**src/rtl/arbitro_memoria_dados.sv**
```systemverilog
// Data-memory arbiter between the nRisc core and one auxiliary port.
// The core has priority; the aux port is granted after MAX_WAIT consecutive denied cycles.
module arbitro_memoria_dados #(
   parameter int unsigned ADDR_W   = 8,
   parameter int unsigned DATA_W   = 8,
   parameter int unsigned MAX_WAIT = 4
) (
   input  logic              i_clk,
   input  logic              i_rst_n,
   // core side
   input  logic              i_cpu_mem_read,
   input  logic              i_cpu_mem_write,
   input  logic [ADDR_W-1:0] i_cpu_endereco,
   input  logic [DATA_W-1:0] i_cpu_dado_escr,
   output logic [DATA_W-1:0] o_cpu_dado_lido,
   output logic              o_cpu_stall,
   // auxiliary side
   input  logic              i_aux_req,
   input  logic              i_aux_we,
   input  logic [ADDR_W-1:0] i_aux_endereco,
   input  logic [DATA_W-1:0] i_aux_dado_escr,
   output logic              o_aux_gnt,
   output logic              o_aux_valid,
   output logic [DATA_W-1:0] o_aux_dado_lido,
   // memory side
   output logic [ADDR_W-1:0] o_mem_endereco,
   output logic [DATA_W-1:0] o_mem_dado_escr,
   output logic              o_mem_read,
   output logic              o_mem_write,
   input  logic [DATA_W-1:0] i_mem_dado_lido
);

   localparam int unsigned CNT_W = (MAX_WAIT < 1) ? 1 : $clog2(MAX_WAIT + 1);

   typedef enum logic [1:0] {
      OwnNone = 2'd0,
      OwnCpu  = 2'd1,
      OwnAux  = 2'd2
   } owner_e;

   owner_e            r_owner;
   owner_e            w_owner_nxt;
   logic [CNT_W-1:0]  r_wait_cnt;
   logic [CNT_W-1:0]  w_wait_cnt_nxt;
   logic [DATA_W-1:0] r_cpu_dado;
   logic [DATA_W-1:0] r_aux_dado;

   logic w_cpu_req;
   logic w_cnt_full;
   logic w_aux_gnt;
   logic w_cpu_gnt;

   // Grant logic is gated by reset so every strobe drops the instant reset asserts.
   always_comb begin
      w_cpu_req  = i_cpu_mem_read | i_cpu_mem_write;
      w_cnt_full = (r_wait_cnt == CNT_W'(MAX_WAIT));
      w_aux_gnt  = i_rst_n & i_aux_req & (~w_cpu_req | w_cnt_full);
      w_cpu_gnt  = i_rst_n & w_cpu_req & ~w_aux_gnt;
   end

   always_comb begin
      o_aux_gnt       = w_aux_gnt;
      o_cpu_stall     = w_aux_gnt & w_cpu_req;
      o_mem_endereco  = '0;
      o_mem_dado_escr = '0;
      o_mem_read      = 1'b0;
      o_mem_write     = 1'b0;
      if (w_aux_gnt) begin
         o_mem_endereco  = i_aux_endereco;
         o_mem_dado_escr = i_aux_dado_escr;
         o_mem_read      = ~i_aux_we;
         o_mem_write     = i_aux_we;
      end else if (w_cpu_gnt) begin
         o_mem_endereco  = i_cpu_endereco;
         o_mem_dado_escr = i_cpu_dado_escr;
         o_mem_read      = i_cpu_mem_read;
         o_mem_write     = i_cpu_mem_write;
      end
   end

   // Starvation counter: counts consecutive denied aux cycles, saturating at MAX_WAIT.
   always_comb begin
      w_wait_cnt_nxt = '0;
      if (i_aux_req && !w_aux_gnt) begin
         w_wait_cnt_nxt = w_cnt_full ? r_wait_cnt : r_wait_cnt + CNT_W'(1);
      end
   end

   always_ff @(posedge i_clk or negedge i_rst_n) begin
      if (!i_rst_n) begin
         r_wait_cnt <= '0;
      end else begin
         r_wait_cnt <= w_wait_cnt_nxt;
      end
   end

   // Read-owner FSM: remembers who issued the read whose data returns next cycle.
   always_ff @(posedge i_clk or negedge i_rst_n) begin
      if (!i_rst_n) begin
         r_owner <= OwnNone;
      end else begin
         r_owner <= w_owner_nxt;
      end
   end

   always_comb begin
      w_owner_nxt = OwnNone;
      if (w_aux_gnt && !i_aux_we) begin
         w_owner_nxt = OwnAux;
      end else if (w_cpu_gnt && i_cpu_mem_read) begin
         w_owner_nxt = OwnCpu;
      end
   end

   // Hold registers keep the last returned word visible while the other side reads.
   always_ff @(posedge i_clk or negedge i_rst_n) begin
      if (!i_rst_n) begin
         r_cpu_dado <= '0;
         r_aux_dado <= '0;
      end else begin
         if (r_owner == OwnCpu) begin
            r_cpu_dado <= i_mem_dado_lido;
         end
         if (r_owner == OwnAux) begin
            r_aux_dado <= i_mem_dado_lido;
         end
      end
   end

   always_comb begin
      o_aux_valid     = (r_owner == OwnAux);
      o_cpu_dado_lido = (r_owner == OwnCpu) ? i_mem_dado_lido : r_cpu_dado;
      o_aux_dado_lido = (r_owner == OwnAux) ? i_mem_dado_lido : r_aux_dado;
   end

endmodule

```
**config.mk**
```make
export PLATFORM = sky130hd
export DESIGN_NAME = arbitro_memoria_dados
export DESIGN_NICKNAME = d
export VERILOG_FILES = /design/src/rtl/arbitro_memoria_dados.sv
export SDC_FILE = /design/constraint.sdc
export NUM_CORES = 1
export LEC_CHECK = 0
export ABC_AREA = 1
export CELL_PAD_IN_SITES_DETAIL_PLACEMENT = 1
export CELL_PAD_IN_SITES_GLOBAL_PLACEMENT = 1
export CORE_MARGIN = 4
export CORE_UTILIZATION = 24
export CTS_BUF_LIST = sky130_fd_sc_hd__clkbuf_16
export DETAILED_ROUTE_END_ITERATION = 7
export GPL_TIMING_DRIVEN = 0
export PLACE_DENSITY = 0.89
export SETUP_SLACK_MARGIN = 0.2
export SYNTH_ARGS = -nofsm -noshare
export SYNTH_HDL_FRONTEND = slang
export SYNTH_SLANG_ARGS = --single-unit
```
**constraint.sdc**
```tcl
create_clock -name i_clk -period 3.6 [get_ports i_clk]
set_input_delay 0.36 -clock i_clk [delete_from_list [all_inputs] [get_ports i_clk]]
set_output_delay 0.36 -clock i_clk [all_outputs]
set_load 0.02 [all_outputs]
```
# Yosys cells after proc, flatten, opt, wreduce, memory -nomap -nowiden

Index checks and enable logic that the tools add are counted.

Bits in writable memories: 0
Memories kept: 0
Bits in registers: 21
Bits of input ports: 46
Bits in latches: 0
Memory bits (read-only): 0

Eq/ne operators: 4
Shift-type cells: 0
Bitwise gates (word level): 10
Reduce and logical (&&, ||, !) cells: 5
Multipliers: 0
Divide/modulo/power cells: 0
Order comparisons: 0
Add/subtract/negate cells: 1
Muxes and demuxes: 14

Operators by type and width:

| kind                                                                   | number |
|---|---|
| 8-bit 2-to-1 mux                                                       | 6 |
| 3-bit 2-to-1 mux                                                       | 2 |
| 1-bit bitwise AND                                                      | 5 |
| 1-bit 2-to-1 mux                                                       | 5 |
| 3-bit by 1-bit adder with 3-bit output (second input constant)         | 1 |
| 3-bit equality test (second input constant)                            | 1 |
| 1-bit logical AND                                                      | 3 |
| 1-bit NOT                                                              | 3 |
| 2-bit by 1-bit equality test with 1-bit output (second input constant) | 1 |
| 2-bit equality test (second input constant)                            | 1 |
| 1-bit zero test                                                        | 2 |
| 2-bit 2-to-1 mux                                                       | 1 |
| 2-bit inequality test (second input constant)                          | 1 |
| 1-bit bitwise OR                                                       | 2 |

# Depth between registers and ports, before layout

Depth in word-level cells: 9
Depth in mapped cells: 9

# Worst setup path before layout

Ideal clock, no wire load.

Path type: register to output
Start: register r_owner[0]
End: output o_aux_dado_lido[1]
Slack: 1886 ps
Cell stages (with the launch flop): 5
Arrival time: 1354 ps
Path buffers: 2
Cell sequence: dfrtp_1 or2_1 buf_6 buf_6 o21ai_0

Cells in the longest elaborated chain, start to end: 2

Ends and longest elaborated chain:

| element                | RTL line | text |
|---|---|---|
| start, declared        | 41       | `owner_e r_owner;` |
| start signal, assigned | 100      | `r_owner <= OwnNone;` |
| start signal, assigned | 102      | `r_owner <= w_owner_nxt;` |
| 2-bit equality test    | 133      | `o_aux_dado_lido = (r_owner == OwnAux) ? i_mem_dado_lido : r_aux_dado;` |
| 8-bit 2-to-1 mux       | 133      |  |
| end, declared          | 24       | `output logic [DATA_W-1:0] o_aux_dado_lido,` |

Every way passes these cells.

# Final worst setup path

Start: input i_rst_n
End: output o_mem_read

Cells in the longest elaborated chain, start to end: 6

Ends and longest elaborated chain:

| element                         | RTL line | text |
|---|---|---|
| start, declared                 | 9        | `input logic i_rst_n,` |
| 1-bit bitwise AND (2 in series) | 57       | `w_aux_gnt = i_rst_n & i_aux_req & (~w_cpu_req \| w_cnt_full);` |
| 1-bit NOT                       | 58       | `w_cpu_gnt = i_rst_n & w_cpu_req & ~w_aux_gnt;` |
| 1-bit bitwise AND               | 58       |  |
| 1-bit 2-to-1 mux                | 73       | `end else if (w_cpu_gnt) begin` |
| 1-bit 2-to-1 mux *              | 68       | `if (w_aux_gnt) begin` |
| end, declared                   | 28       | `output logic o_mem_read,` |

Mark *: on every way between the ends. The rest lies on a longest branch, timed or not.

==> key figures <==
Pwr
  – VDD IR-drop max: 293 uV
  – Pwr Density: 450 nW/um^2
  – Leakage power: 1.06 nW

Placement
  – GPL Wtd Cong: 0.707
  – Post-DP HPWL: 3280 microns
  – Port bufs: 82

Global route
  – Vias in the first global route: 1433
  – Largest net degree at the start of global routing: 26
  – Grt total ovfl: 0
  – Initial antenna violation count: 0
  – All-Layer GR Usage: 12.8%
  – Global-route wire length before repair: 6350 microns

STA
  – Final Max Slew Viols: 0
  – Least-Margin Pin Slew: 1.05 ns
  – Max-slew headroom: 30.3%
  – Count of final setup violators: 0
  – Final Hold Vio Count: 0
  – Post-route setup TNS: 0 ns
  – Min Tclk post-route: 3.09 ns
  – Fmax: 324 MHz
  – RSZ-0062 raised after global routing: yes
  – Hold_ws: 0.383 ns
  – Worst clock skew: 0.00262 ns
  – Tcrit/Tclk final: 85.7%

Flow run
  – # Max-Cap Violations: 0

Clocking
  – Root buffer cell: clkbuf_16
  – Clk Latency, worst-skew pair: 0.25 ns
  – Clock sink count: 21
  – Total CTS buffers: 3
  – CTS tree: done
  – Clk buf depth: 2
  – H-tree depth: 1
  – Worst-path clk slew: 0.06 ns

Logic synthesis
  – Synth Area per Inst: 7.45 sq um
  – Synth Cell Area: 1180 sq um
  – Unique cell type count in the Yosys netlist: 18
  – Top cell type's share of synthesized area: 44.6%
  – FF+latch count, synth: 21
  – Commonest cells in the netlist: 58 x nand2_1, 22 x inv_1, 21 x dfrtp_1, 18 x nand3_1, 14 x o21ai_0
  – Top-count cell post-synth: nand2_1
  – Synthesized Nets: 206
  – Synthesis warning total: 0
  – Syn Inst Count: 158
  – Sequential area share after synthesis: 44.6%
  – Number of flops mapped to enable cells by yosys: 0
  – Top post-synthesis cells by area: dfrtp_1 45%, nand2_1 18%, nand3_1 7.7%
  – Area leader, netlist: dfrtp_1
  – Async S/R FF share, synth: 100%
  – Main synth FF type: dfrtp_1

Die
  – Width of the chip: 78.0 microns
  – Die Ht: 78.0 microns
  – Row cnt: 25
  – Initial Util: 24.9%
  – CORE AREA: 4720 sq um
  – Full die area: 6090 sq um
  – Ports: 83

Run status
  – Status: finished clean

Final layout
  – Antenna cells: 0
  – Area added between synthesis and finish: 83.6%
  – Layout cells sized above 1: 5.74%
  – NumNets Final: 293

Setup path
  – Startpoint type of the worst setup path: input port
  – Data required, critical path: 3.24 ns
  – CP Class: input port to primary output
  – Worst path arrival time: 2.73 ns
  – CP endpoint kind: primary output
  – Crit path max fanout: 25

Drt
  – DRT iter0 DRCs: 25
  – Vias per cell: 4.29
  – DRT Wirelength: 3880 microns
  – Via count: 1333
  – Drt pass-1 iters: 3
  – Average wire per standard cell: 12.5 microns
  – Number of remaining DRC errors: 0
  – ANT nets after route: 0

Min path
  – Hold Path Class: input port to async pin
-- worst max-delay path, stage by stage --
cell and delay (ns):
clkdlybuf4s15_1 0.74, nand2_1 0.41, inv_1 0.10, nand2_1 0.11
buf_4 0.18, nand3_1 0.10, nand2_1 0.10, clkdlybuf4s50_1 0.62
-- final timing paths --
check	start	endpoint	slack, ns	cells after the start
worst max register to register	r_wait_cnt[0]	r_wait_cnt[0]	2.22	8
min in group i_clk	r_aux_dado[2]	r_aux_dado[2]	0.51	2
worst max-delay path	i_rst_n	o_mem_read	0.51	8
worst min register to register	r_aux_dado[2]	r_aux_dado[2]	0.51	2
max in group asynchronous	i_rst_n	r_cpu_dado[1]	2.58	1
worst min-delay path	i_rst_n	r_aux_dado[3]	0.38	1
-- cell usage in the layout (no fill, tap or decap), types with 3 or more instances in the layout --
cell,synthesis,layout
o21ai_1,3,3
clkdlybuf4s50_1,0,81
o21ai_0,14,14
nor2_1,6,6
clkbuf_16,0,3
inv_1,22,22
nand2_1,58,58
dfrtp_1,21,21
buf_6,3,3
nand3_1,18,18
-- what timing repair did --
item                       in CTS  in global routing
resized for setup               1                  1
setup endpoints to repair      11                  9
buffers inserted                0                  0
hold buffers                    0                  0
-- registers in the layout, summed over array words and instances, names as in the netlist --
signal,flops
r_aux_dado,8
r_cpu_dado,8
r_wait_cnt,3
r_owner,2
-- area by class of cell --
type / count / area, sq um
Fill cell: 572 / 2560
Multi-Input combinational cell: 108 / 512
Clock inverter: 1 / 5.00
Buffer: 7 / 57.6
Inverter: 22 / 82.6
Sequential cell: 21 / 526
Timing Repair Buffer: 82 / 821
Clock buffer: 3 / 75.1
Tap cell: 67 / 83.8
-- power breakdown --
group | switching, mW | internal [mW]
combinational | 0.220 | 0.208
clock | 0.0786 | 0.149
sequential | 0.0212 | 0.296
-- layer usage --
layer	GRT usage, %	up-vias	share of wire [%]
met1	13.9	633	39
li1	-	660	-
met4	1.57	0	0.59
met2	24.7	38	54
met3	3.90	2	6.1
met5	0	-	0
-- stage by stage --
| step | utilization (%) | total power, mW | cells | setup slack [ns] | cell area (sq um) |
|---|---|---|---|---|---|
| floorplan | - | 0.531 | 158 | 1.89 | 1180 |
| global placement | 44.1 | 0.741 | 307 | 0.168 | 2080 |
| detailed placement | 44.1 | 0.758 | 307 | 0.0948 | 2080 |
| CTS | 45.7 | 0.988 | 311 | 0.403 | 2160 |
| global route | 45.8 | 1.04 | 311 | 0.162 | 2160 |
| finish | 45.8 | 0.972 | 311 | 0.514 | 2160 |
-- logic make-up after synthesis --
group,synth area share [%]
xor+xnor,1.49
fa+ha+maj,2.13
simple gates,30.5
flops,44.6
compound gates,9.35
buf+inv,11.9
(Power assumes the default switching activity.)
